===== src/rtl/boot_seq_pkg.sv =====
// -----------------------------------------------------------------------------
// boot_seq_pkg
// Shared definitions for the boot sequencer: the 3-bit state encoding and the
// default stabilisation / RAM-acknowledge timing values.
// -----------------------------------------------------------------------------
package boot_seq_pkg;

    // State encoding values
    localparam logic [2:0] S_OFF   = 3'd0;
    localparam logic [2:0] S_STAB  = 3'd1;
    localparam logic [2:0] S_RD    = 3'd2;
    localparam logic [2:0] S_LAT   = 3'd3;
    localparam logic [2:0] S_WR    = 3'd4;
    localparam logic [2:0] S_RUN   = 3'd5;
    localparam logic [2:0] S_FAULT = 3'd6;

    typedef enum logic [2:0] {
        ST_OFF   = S_OFF,
        ST_STAB  = S_STAB,
        ST_RD    = S_RD,
        ST_LAT   = S_LAT,
        ST_WR    = S_WR,
        ST_RUN   = S_RUN,
        ST_FAULT = S_FAULT
    } boot_state_e;

    // Default timing values
    localparam int unsigned DEF_STABLE_CYCLES = 32'd8;
    localparam int unsigned DEF_ACK_TIMEOUT   = 32'd15;

    // True for the only state in which the CPU is allowed out of reset
    function automatic logic state_is_run(input boot_state_e s);
        return (s == ST_RUN);
    endfunction

endpackage


===== src/rtl/boot_delay_counter.sv =====
// -----------------------------------------------------------------------------
// boot_delay_counter
// Small up-counter with synchronous clear and enable, flagging when the count
// equals a fixed terminal value. The count saturates at the terminal value so
// it can never wrap while the owner is still looking at it.
// Ports:
//   clk          in  1  system clock (rising edge)
//   reset_n      in  1  synchronous active-low reset
//   clear        in  1  force count to zero on the next edge (beats enable)
//   enable       in  1  advance the count by one on the next edge
//   at_terminal  out 1  count currently equals TERMINAL
// -----------------------------------------------------------------------------
module boot_delay_counter #(
    parameter int unsigned WIDTH    = 32'd4,
    parameter int unsigned TERMINAL = 32'd7
) (
    input  logic clk,
    input  logic reset_n,
    input  logic clear,
    input  logic enable,
    output logic at_terminal
);

    localparam logic [WIDTH-1:0] TERM_W = WIDTH'(TERMINAL);
    localparam logic [WIDTH-1:0] ONE_W  = WIDTH'(1);

    logic [WIDTH-1:0] count_q;
    logic [WIDTH-1:0] count_d;

    assign at_terminal = (count_q == TERM_W);

    // Next-count selection: clear first, then saturating increment
    always_comb begin
        count_d = count_q;
        if (clear) begin
            count_d = {WIDTH{1'b0}};
        end else if (enable && !at_terminal) begin
            count_d = count_q + ONE_W;
        end else begin
            count_d = count_q;
        end
    end

    // Count register with synchronous reset
    always_ff @(posedge clk) begin
        if (!reset_n) begin
            count_q <= {WIDTH{1'b0}};
        end else begin
            count_q <= count_d;
        end
    end

endmodule


===== src/rtl/boot_sequencer.sv =====
// -----------------------------------------------------------------------------
// boot_sequencer
// Brings the processor up once the power rail is good: waits for
// STABLE_CYCLES consecutive powered cycles, copies COPY_LEN words from the
// boot ROM into RAM (one RAM write in flight at a time, with an ack timeout),
// then releases the CPU reset. Losing power anywhere returns everything to
// the reset state, including a latched boot error.
// Ports:
//   clk            in  1   system clock (rising edge)
//   reset_n        in  1   synchronous active-low reset
//   is_powered_on  in  1   power-good from boot control (synchronous)
//   rom_addr       out AW  boot ROM read address (registered)
//   rom_data       in  DW  ROM data for the address presented last cycle
//   ram_we         out 1   RAM write request, held until ram_ack
//   ram_addr       out AW  RAM write address (registered)
//   ram_wdata      out DW  RAM write data (registered)
//   ram_ack        in  1   RAM accepted the write this cycle
//   cpu_reset_n    out 1   active-low CPU reset, high only while running
//   boot_done      out 1   copy finished and CPU running
//   boot_error     out 1   RAM ack timed out (held until reset/power loss)
// -----------------------------------------------------------------------------
module boot_sequencer
    import boot_seq_pkg::*;
#(
    parameter int unsigned AW            = 32'd8,
    parameter int unsigned DW            = 32'd8,
    parameter int unsigned COPY_LEN      = 32'd16,
    parameter int unsigned STABLE_CYCLES = DEF_STABLE_CYCLES,
    parameter int unsigned ACK_TIMEOUT   = DEF_ACK_TIMEOUT
) (
    input  logic          clk,
    input  logic          reset_n,
    input  logic          is_powered_on,
    output logic [AW-1:0] rom_addr,
    input  logic [DW-1:0] rom_data,
    output logic          ram_we,
    output logic [AW-1:0] ram_addr,
    output logic [DW-1:0] ram_wdata,
    input  logic          ram_ack,
    output logic          cpu_reset_n,
    output logic          boot_done,
    output logic          boot_error
);

    // idx is one bit wider than an address so COPY_LEN == 2**AW terminates
    localparam int unsigned IW = AW + 32'd1;
    localparam int unsigned CW = $clog2(STABLE_CYCLES + 32'd1);
    localparam int unsigned TW = $clog2(ACK_TIMEOUT + 32'd1);
    localparam logic [IW-1:0] LAST_IDX = IW'(COPY_LEN - 32'd1);
    localparam logic [IW-1:0] IDX_ONE  = IW'(1);

    boot_state_e   state_q, state_d;
    logic [IW-1:0] idx_q, idx_d;
    logic [AW-1:0] rom_addr_q, rom_addr_d;
    logic [AW-1:0] ram_addr_q, ram_addr_d;
    logic [DW-1:0] ram_wdata_q, ram_wdata_d;
    logic          ram_we_q, ram_we_d;
    logic          cpu_reset_n_q, cpu_reset_n_d;
    logic          boot_done_q, boot_done_d;
    logic          boot_error_q, boot_error_d;

    logic          stab_done_s;
    logic          tmo_done_s;
    logic          stab_clear_s;
    logic          stab_en_s;
    logic          tmo_clear_s;
    logic          tmo_en_s;

    // The stabilisation count only runs in STAB and restarts from zero on
    // every entry; the ack timeout only runs while a write waits unacked.
    assign stab_clear_s = (state_q != ST_STAB);
    assign stab_en_s    = (state_q == ST_STAB);
    assign tmo_clear_s  = (state_q != ST_WR);
    assign tmo_en_s     = (state_q == ST_WR) && !ram_ack;

    boot_delay_counter #(
        .WIDTH    (CW),
        .TERMINAL (STABLE_CYCLES - 32'd1)
    ) u_stab_cnt (
        .clk         (clk),
        .reset_n     (reset_n),
        .clear       (stab_clear_s),
        .enable      (stab_en_s),
        .at_terminal (stab_done_s)
    );

    boot_delay_counter #(
        .WIDTH    (TW),
        .TERMINAL (ACK_TIMEOUT - 32'd1)
    ) u_tmo_cnt (
        .clk         (clk),
        .reset_n     (reset_n),
        .clear       (tmo_clear_s),
        .enable      (tmo_en_s),
        .at_terminal (tmo_done_s)
    );

    // Next-state and next-output logic; power loss overrides everything
    always_comb begin
        state_d     = state_q;
        idx_d       = idx_q;
        rom_addr_d  = rom_addr_q;
        ram_addr_d  = ram_addr_q;
        ram_wdata_d = ram_wdata_q;
        ram_we_d    = ram_we_q;

        if (!is_powered_on) begin
            // Brown-out: back to the reset picture, even over a pending ack
            state_d     = ST_OFF;
            idx_d       = {IW{1'b0}};
            rom_addr_d  = {AW{1'b0}};
            ram_addr_d  = {AW{1'b0}};
            ram_wdata_d = {DW{1'b0}};
            ram_we_d    = 1'b0;
        end else begin
            case (state_q)
                ST_OFF: begin
                    state_d = ST_STAB;
                    idx_d   = {IW{1'b0}};
                end
                ST_STAB: begin
                    if (stab_done_s) begin
                        state_d = ST_RD;
                        idx_d   = {IW{1'b0}};
                    end else begin
                        state_d = ST_STAB;
                    end
                end
                ST_RD: begin
                    rom_addr_d = idx_q[AW-1:0];
                    state_d    = ST_LAT;
                end
                ST_LAT: begin
                    ram_wdata_d = rom_data;
                    ram_addr_d  = idx_q[AW-1:0];
                    ram_we_d    = 1'b1;
                    state_d     = ST_WR;
                end
                ST_WR: begin
                    if (ram_ack) begin
                        ram_we_d = 1'b0;
                        if (idx_q == LAST_IDX) begin
                            state_d = ST_RUN;
                        end else begin
                            idx_d   = idx_q + IDX_ONE;
                            state_d = ST_RD;
                        end
                    end else if (tmo_done_s) begin
                        ram_we_d = 1'b0;
                        state_d  = ST_FAULT;
                    end else begin
                        state_d = ST_WR;
                    end
                end
                ST_RUN: begin
                    state_d = ST_RUN;
                end
                ST_FAULT: begin
                    ram_we_d = 1'b0;
                    state_d  = ST_FAULT;
                end
                default: begin
                    state_d  = ST_OFF;
                    ram_we_d = 1'b0;
                end
            endcase
        end

        // Status outputs follow the state being entered so they are registered
        cpu_reset_n_d = state_is_run(state_d);
        boot_done_d   = state_is_run(state_d);
        boot_error_d  = (state_d == ST_FAULT);
    end

    // State and output registers with synchronous reset
    always_ff @(posedge clk) begin
        if (!reset_n) begin
            state_q       <= ST_OFF;
            idx_q         <= {IW{1'b0}};
            rom_addr_q    <= {AW{1'b0}};
            ram_addr_q    <= {AW{1'b0}};
            ram_wdata_q   <= {DW{1'b0}};
            ram_we_q      <= 1'b0;
            cpu_reset_n_q <= 1'b0;
            boot_done_q   <= 1'b0;
            boot_error_q  <= 1'b0;
        end else begin
            state_q       <= state_d;
            idx_q         <= idx_d;
            rom_addr_q    <= rom_addr_d;
            ram_addr_q    <= ram_addr_d;
            ram_wdata_q   <= ram_wdata_d;
            ram_we_q      <= ram_we_d;
            cpu_reset_n_q <= cpu_reset_n_d;
            boot_done_q   <= boot_done_d;
            boot_error_q  <= boot_error_d;
        end
    end

    assign rom_addr    = rom_addr_q;
    assign ram_addr    = ram_addr_q;
    assign ram_wdata   = ram_wdata_q;
    assign ram_we      = ram_we_q;
    assign cpu_reset_n = cpu_reset_n_q;
    assign boot_done   = boot_done_q;
    assign boot_error  = boot_error_q;

endmodule


===== config.mk =====
export PLATFORM = sky130hd
export DESIGN_NAME = boot_sequencer
export DESIGN_NICKNAME = d
export VERILOG_FILES = /design/src/rtl/boot_seq_pkg.sv /design/src/rtl/boot_delay_counter.sv /design/src/rtl/boot_sequencer.sv
export SDC_FILE = /design/constraint.sdc
export NUM_CORES = 1
export LEC_CHECK = 0
export CAP_MARGIN = 20
export CORE_MARGIN = 3
export CORE_UTILIZATION = 61
export DETAILED_ROUTE_END_ITERATION = 8
export DONT_BUFFER_PORTS = 1
export PLACE_DENSITY = 0.85
export SKIP_CTS_REPAIR_TIMING = 1
export SLEW_MARGIN = 5
export SYNTH_ARGS = -nofsm -noshare
export SYNTH_HDL_FRONTEND = slang
export SYNTH_SLANG_ARGS = --single-unit
export TNS_END_PERCENT = 30

===== constraint.sdc =====
create_clock -name clk -period 2.07 [get_ports clk]
set_input_delay 0.414 -clock clk [delete_from_list [all_inputs] [get_ports clk]]
set_output_delay 0.414 -clock clk [all_outputs]
set_load 0.02 [all_outputs]

==> results.json, run 1 <==
{
  "post-synth-top-area-cell": "dfxtp_1",
  "overflow": 0,
  "postSynthRegisterBits": 47,
  "dr.pass1.iters": 4,
  "timing.final.crit_share": 0.943,
  "hpwlAfterDp_um": 3010,
  "vias": 1622,
  "hold_viol_final": 0,
  "synth_sequential_area_ratio": 0.487,
  "die_height_um": 62.3,
  "worst-endpoint-arrival_ns": 2.20,
  "cts_clk_pin_slew_worst_paths_ns": 0.14,
  "maximum_root_to_sink_buffer_count": 2,
  "power_density_mw_per_mm2": 725,
  "floorplan.die_area_mm2": 0.00388,
  "port-buffer-count": 0,
  "final_cell_mix": "45 x dfxtp_1, 44 x nand2_1, 26 x nor2_1",
  "insertedDiodeCount": 0,
  "drv_cap": 0,
  "regToRegSetupSlack_ns": 0.12,
  "status": "complete, no violations",
  "placement_stage_cell_area_mm2": 0.00198,
  "min-delay-start": "rom_data[1]",
  "most_common_library_cell_in_the_layout_ignoring_fill_and_taps": "dfxtp_1",
  "maximum_number_of_pins_on_one_net_before_global_route_repair": 31,
  "flow.area_growth_from_synthesis_pct": 8.94,
  "rr_endpoint": "idx_q[1]",
  "timing.hold.worst.class": "in2reg",
  "yosys-top-cells-area": "dfxtp_1 49%, nand2_1 8.6%, a21oi_1 6.2%",
  "h_tree_levels": 2,
  "critical_setup_path_class": "reg2reg",
  "antenna_violating_nets_post_route": 0,
  "grt_usage": 0.228,
  "die_w_um": 62.3,
  "grt_antenna_before_repair": 0,
  "syn-num-nets": 242,
  "crit_path_end": "idx_q[1]",
  "detail_route.drc_violations": 0,
  "finalCriticalPeriod_ns": 1.95,
  "cts.sinks": 47,
  "synthesis.area_mm2": 0.00193,
  "vias_in_the_first_global_route": 1606,
  "peakVddDrop_mv": 0.616,
  "p_leak_nw": 0.733,
  "floorplan.rows": 19,
  "yosysWarningCount": 0,
  "report.power.total_mw": 1.53,
  "r2r-start": "idx_q[0]",
  "worst_setup_path_startpoint": "idx_q[0]",
  "max_slew_margin": 0.569,
  "vias_per_cell": 5.92,
  "crit_path_max_fanout": 8,
  "floorplan.core_area_mm2": 0.00288,
  "drt_iter0_drc": 105,
  "ioPinCount": 40,
  "dpl_worst_slack_ns": 0.0401,
  "timing.critical_path.to_type": "flip-flop",
  "global_route_wire_length_before_repair_um": 7130,
  "syn_avg_cell_area_um2": 8.54,
  "clock.fmax_mhz": 512,
  "setup_viol": 0,
  "cts_inserted_buffers": 5,
  "share_of_final_layout_standard_cells_stronger_than_drive_strength_1": 0.108,
  "drv_slew": 0,
  "routed_wirelength_um": 4360,
  "nNetsFinal": 247,
  "wl_per_cell_um": 15.9,
  "synth_cell_types": 38,
  "worst_pin_slew_ns": 0.644,
  "fin_skew_ns": 0.0125,
  "routabilityCongestion": 0.872,
  "final_critical_path_setup_slack_ns": 0.118,
  "clk_root_buffer_cell": "clkbuf_4",
  "start_kind": "flip-flop",
  "cp.required_ns": 2.32,
  "fraction_of_synthesized_cell_area_taken_by_the_top_area_cell_type": 0.487,
  "worstSkewPairLatency_ns": 0.37,
  "r2r.worst_path.cells": 6,
  "cts_tree": "built",
  "post_synth_inst_count": 226,
  "postLayoutCellArea_mm2": 0.00210,
  "initial_utilization": 0.671
}
-- state kept, by name, summed over array words and instances, names as in the netlist --
| signal | count |
|---|---|
| rom_addr | 8 |
| ram_we | 1 |
| boot_error | 1 |
| u_stab_cnt.count_q | 4 |
| ram_wdata | 8 |
| u_tmo_cnt.count_q | 4 |
| state_q | 3 |
| idx_q | 9 |
| ram_addr | 8 |
| boot_done | 1 |
-- kinds of logic (layout without fill, tap and decap cells) --
logic type,Yosys count,after routing,synth area share
simple gates,102,102,0.245
flops,47,47,0.487
compound gates,42,43,0.130
buf+inv,16,21,0.0376
mux,9,9,0.0467
xor+xnor,6,6,0.0272
fa+ha+maj,4,4,0.0259
-- cell usage after synthesis --
| cell type | count |
|---|---|
| buf_6 | 1 |
| or2_0 | 1 |
| or4_4 | 1 |
| o21ai_1 | 3 |
| nand3b_2 | 1 |
| a21oi_1 | 24 |
| o21ai_0 | 4 |
| nand2b_1 | 2 |
| clkbuf_1 | 9 |
| o21bai_1 | 1 |
| a31oi_1 | 1 |
| ha_1 | 4 |
| and3_1 | 3 |
| nor4_1 | 1 |
| nor3b_1 | 1 |
| nand2_1 | 44 |
| dfxtp_1 | 47 |
| buf_4 | 1 |
| a211oi_2 | 1 |
| nand4_1 | 1 |
| or3_1 | 5 |
| a21oi_4 | 1 |
| a211oi_1 | 3 |
| nand3_1 | 6 |
| xnor2_1 | 2 |
| o211ai_1 | 2 |
| xor2_1 | 4 |
| or4_1 | 2 |
| a2bb2oi_1 | 1 |
| or4b_1 | 1 |
| a21boi_1 | 1 |
| inv_1 | 4 |
| buf_2 | 1 |
| mux2i_1 | 9 |
| nor2b_1 | 4 |
| nor2_1 | 26 |
| and4_1 | 1 |
| nor3_1 | 2 |
-- layout make-up --
cell class | count | area (um2)
Clock buffer | 5 | 37.5
Fill cell | 220 | 773
Multi-Input combinational cell | 164 | 937
Timing Repair Buffer | 9 | 67.6
Tap cell | 42 | 52.6
Inverter | 4 | 15.0
Clock inverter | 3 | 47.5
Sequential cell | 47 | 946
-- worst max-delay path: stages (launching register included) --
cell and delay (ns):
dfxtp_4 0.41, ha_1 0.21, nand3_1 0.16, or4_4 0.58, a21oi_4 0.26, or4b_1 0.15, a21oi_1 0.06
-- worst min-delay path by stage --
stage	depth (start not counted)	end	slack [ns]
floorplan	2	idx_q[8]	0.46
CTS	2	ram_wdata[1]	0.14
finish	2	ram_wdata[1]	0.15
detailed placement	2	idx_q[8]	0.49
global route	2	ram_wdata[3]	0.12
global placement	2	idx_q[8]	0.48
-- stage by stage --
step | utilization | setup TNS, ns | hold WS (ns) | std cells
after floorplan | - | 0 | 0.462 | 226
after global placement | 0.688 | 0 | 0.482 | 263
after detailed placement | 0.688 | 0 | 0.492 | 263
after CTS | 0.717 | -0.0294 | 0.144 | 271
after global routing | 0.731 | -0.00328 | 0.121 | 274
final | 0.731 | 0 | 0.149 | 274
-- where the power goes --
group	internal (mW)	switching (mW)	total, mW
Sequential	0.906	0.00490	0.911
Combinational	0.0156	0.0261	0.0418
Clock	0.261	0.312	0.572
-- metal layers --
| metal | track usage | share of wire | vias up |
|---|---|---|---|
| met5 | 0 | 0 | - |
| met4 | 0.110 | 0.030 | 0 |
| met3 | 0.0883 | 0.080 | 13 |
| met2 | 0.398 | 0.49 | 64 |
| met1 | 0.240 | 0.40 | 764 |
| li1 | - | - | 781 |
(Power assumes the default switching activity.)
==> run 2, diff against run 1 <==
--- a/config.mk
+++ b/config.mk
@@ -8,6 +8,7 @@
 export CAP_MARGIN = 20
 export CORE_MARGIN = 3
 export CORE_UTILIZATION = 61
+export CTS_BUF_LIST = sky130_fd_sc_hd__clkbuf_4 sky130_fd_sc_hd__clkbuf_8
 export DETAILED_ROUTE_END_ITERATION = 8
 export DONT_BUFFER_PORTS = 1
 export PLACE_DENSITY = 0.85
==> results of run 2 <==
No change in the layout: final DEF, timing and power equal those of run 1.
==> run 3, diff against run 2 <==
--- a/config.mk
+++ b/config.mk
@@ -11,7 +11,7 @@
 export CTS_BUF_LIST = sky130_fd_sc_hd__clkbuf_4 sky130_fd_sc_hd__clkbuf_8
 export DETAILED_ROUTE_END_ITERATION = 8
 export DONT_BUFFER_PORTS = 1
-export PLACE_DENSITY = 0.85
+export PLACE_DENSITY = 0.81
 export SKIP_CTS_REPAIR_TIMING = 1
 export SLEW_MARGIN = 5
 export SYNTH_ARGS = -nofsm -noshare
==> results.json, run 3 (same netlist as run 1, synthesis figures left out) <==
{
  "fin_hold_ws_ns": 0.172,
  "die_w_um": 62.3,
  "timing.hold.worst.class": "in2reg",
  "vias_per_cell": 5.73,
  "nNetsFinal": 247,
  "worst-endpoint-arrival_ns": 2.29,
  "grt_antenna_before_repair": 0,
  "flow.area_growth_from_synthesis_pct": 7.78,
  "regToRegSetupSlack_ns": 0.05,
  "overflow": 0,
  "maximum_number_of_pins_on_one_net_before_global_route_repair": 31,
  "slowest_stage": "or4_4",
  "antenna_violating_nets_post_route": 0,
  "floorplan.core_area_mm2": 0.00288,
  "num-fill-cells": 224,
  "start_kind": "flip-flop",
  "insertedDiodeCount": 0,
  "peakVddDrop_mv": 0.448,
  "rsz0062_at_grt": "true",
  "routabilityCongestion": 0.869,
  "clock.fmax_mhz": 494,
  "crit_path_max_fanout": 15,
  "h_tree_levels": 2,
  "critical_path.cell_chain": "ha_1 > nand3_1 > or4_4 > a21oi_4 > buf_12 > xor2_1 > nor2_1",
  "clk_root_buffer_cell": "clkbuf_4",
  "vias": 1569,
  "drv_slew": 0,
  "share_of_final_layout_standard_cells_stronger_than_drive_strength_1": 0.103,
  "initial_utilization": 0.671,
  "cp.required_ns": 2.33,
  "cts.sinks": 47,
  "hold_end": "ram_wdata[1]",
  "grt_usage": 0.221,
  "p_leak_nw": 0.722,
  "worst_pin_slew_ns": 0.596,
  "crit_buf_inv": 1,
  "cts_inserted_buffers": 5,
  "timing.final.crit_share": 0.978,
  "rr_endpoint": "idx_q[0]",
  "die_height_um": 62.3,
  "stdcell_count": 274,
  "drv_cap": 0,
  "hpwlAfterDp_um": 2860,
  "r2r-start": "idx_q[1]",
  "slowest_delay_ns": 0.56,
  "dr.pass1.iters": 4,
  "fin_skew_ns": 0.0140,
  "drt_iter0_drc": 95,
  "worstSkewPairLatency_ns": 0.36,
  "finalCriticalPeriod_ns": 2.02,
  "ioPinCount": 40,
  "r2r.worst_path.cells": 7,
  "largest_register_ff_count": 9,
  "critical_setup_path_class": "reg2reg",
  "status": "complete, no violations",
  "timing.critical_path.max_delay_family": "simple AND/OR/NAND/NOR gates",
  "min_path_cells": 2,
  "wl_per_cell_um": 14.4,
  "report.power.total_mw": 1.37,
  "setup_viol": 0,
  "port-buffer-count": 0,
  "cts_clk_pin_slew_worst_paths_ns": 0.13,
  "fin_tns_setup_ns": 0,
  "final_util": 0.723,
  "final_cell_mix": "45 x dfxtp_1, 44 x nand2_1, 26 x nor2_1",
  "vias_in_the_first_global_route": 1516,
  "floorplan.die_area_mm2": 0.00388,
  "cts_tree": "built",
  "detail_route.drc_violations": 0,
  "top_register": "idx_q",
  "min-delay-start": "rom_data[1]",
  "floorplan.rows": 19,
  "routed_wirelength_um": 3940,
  "maximum_root_to_sink_buffer_count": 2,
  "power_density_mw_per_mm2": 659,
  "most_common_library_cell_in_the_layout_ignoring_fill_and_taps": "dfxtp_1",
  "hold_viol_final": 0,
  "placedCellCount": 264,
  "max_slew_margin": 0.601,
  "global_route_wire_length_before_repair_um": 6980,
  "timing.critical_path.to_type": "flip-flop"
}
-- run 3: worst max-delay path by stage --
stage / from / end / slack, ns / depth (start not counted)
finish: idx_q[1] / idx_q[0] / 0.05 / 7
detailed placement: idx_q[0] / idx_q[1] / 0.04 / 6
global placement: idx_q[0] / idx_q[1] / 0.16 / 6
floorplan: idx_q[0] / idx_q[0] / 0.25 / 7
CTS: idx_q[0] / idx_q[1] / 0.02 / 6
global route: idx_q[1] / idx_q[0] / -0.07 / 7
-- run 3: area by class of cell --
type	count	area (um2)	area share
multi-input cells	163	925	0.444
clock buffers	5	37.5	0.0180
inverters	4	15.0	0.00722
repair buffers	10	87.6	0.0421
clock inverters	3	20.0	0.00962
well taps	42	52.6	0.0253
flip-flops and latches	47	943	0.453
-- run 3: power by group --
| part | internal (mW) | total (mW) | switching (mW) |
|---|---|---|---|
| combinational | 0.0157 | 0.0400 | 0.0243 |
| sequential | 0.907 | 0.912 | 0.00483 |
| clock | 0.130 | 0.418 | 0.288 |
-- run 3: worst register-to-register path, stage by stage (launching register included) --
cell,delay (ns)
dfxtp_1,0.46
ha_1,0.23
nand3_1,0.14
or4_4,0.56
a21oi_4,0.19
buf_12,0.15
xor2_1,0.16
nor2_1,0.05
-- run 3: metrics by stage --
stage / setup WS [ns] / cell area, um2
after floorplan: 0.252 / 1930
after global placement: 0.165 / 1990
after detailed placement: 0.0421 / 1990
after CTS: 0.0191 / 2040
after global routing: -0.0745 / 2080
final: 0.0452 / 2080
-- run 3: routing by layer --
layer	part of all wire	global-route usage	up-vias	routed length [um]
met2	0.48	0.349	68	1890
met5	0	0	-	0
li1	-	-	772	-
met1	0.41	0.267	723	1640
met3	0.092	0.0847	6	364
met4	0.013	0.0964	0	51
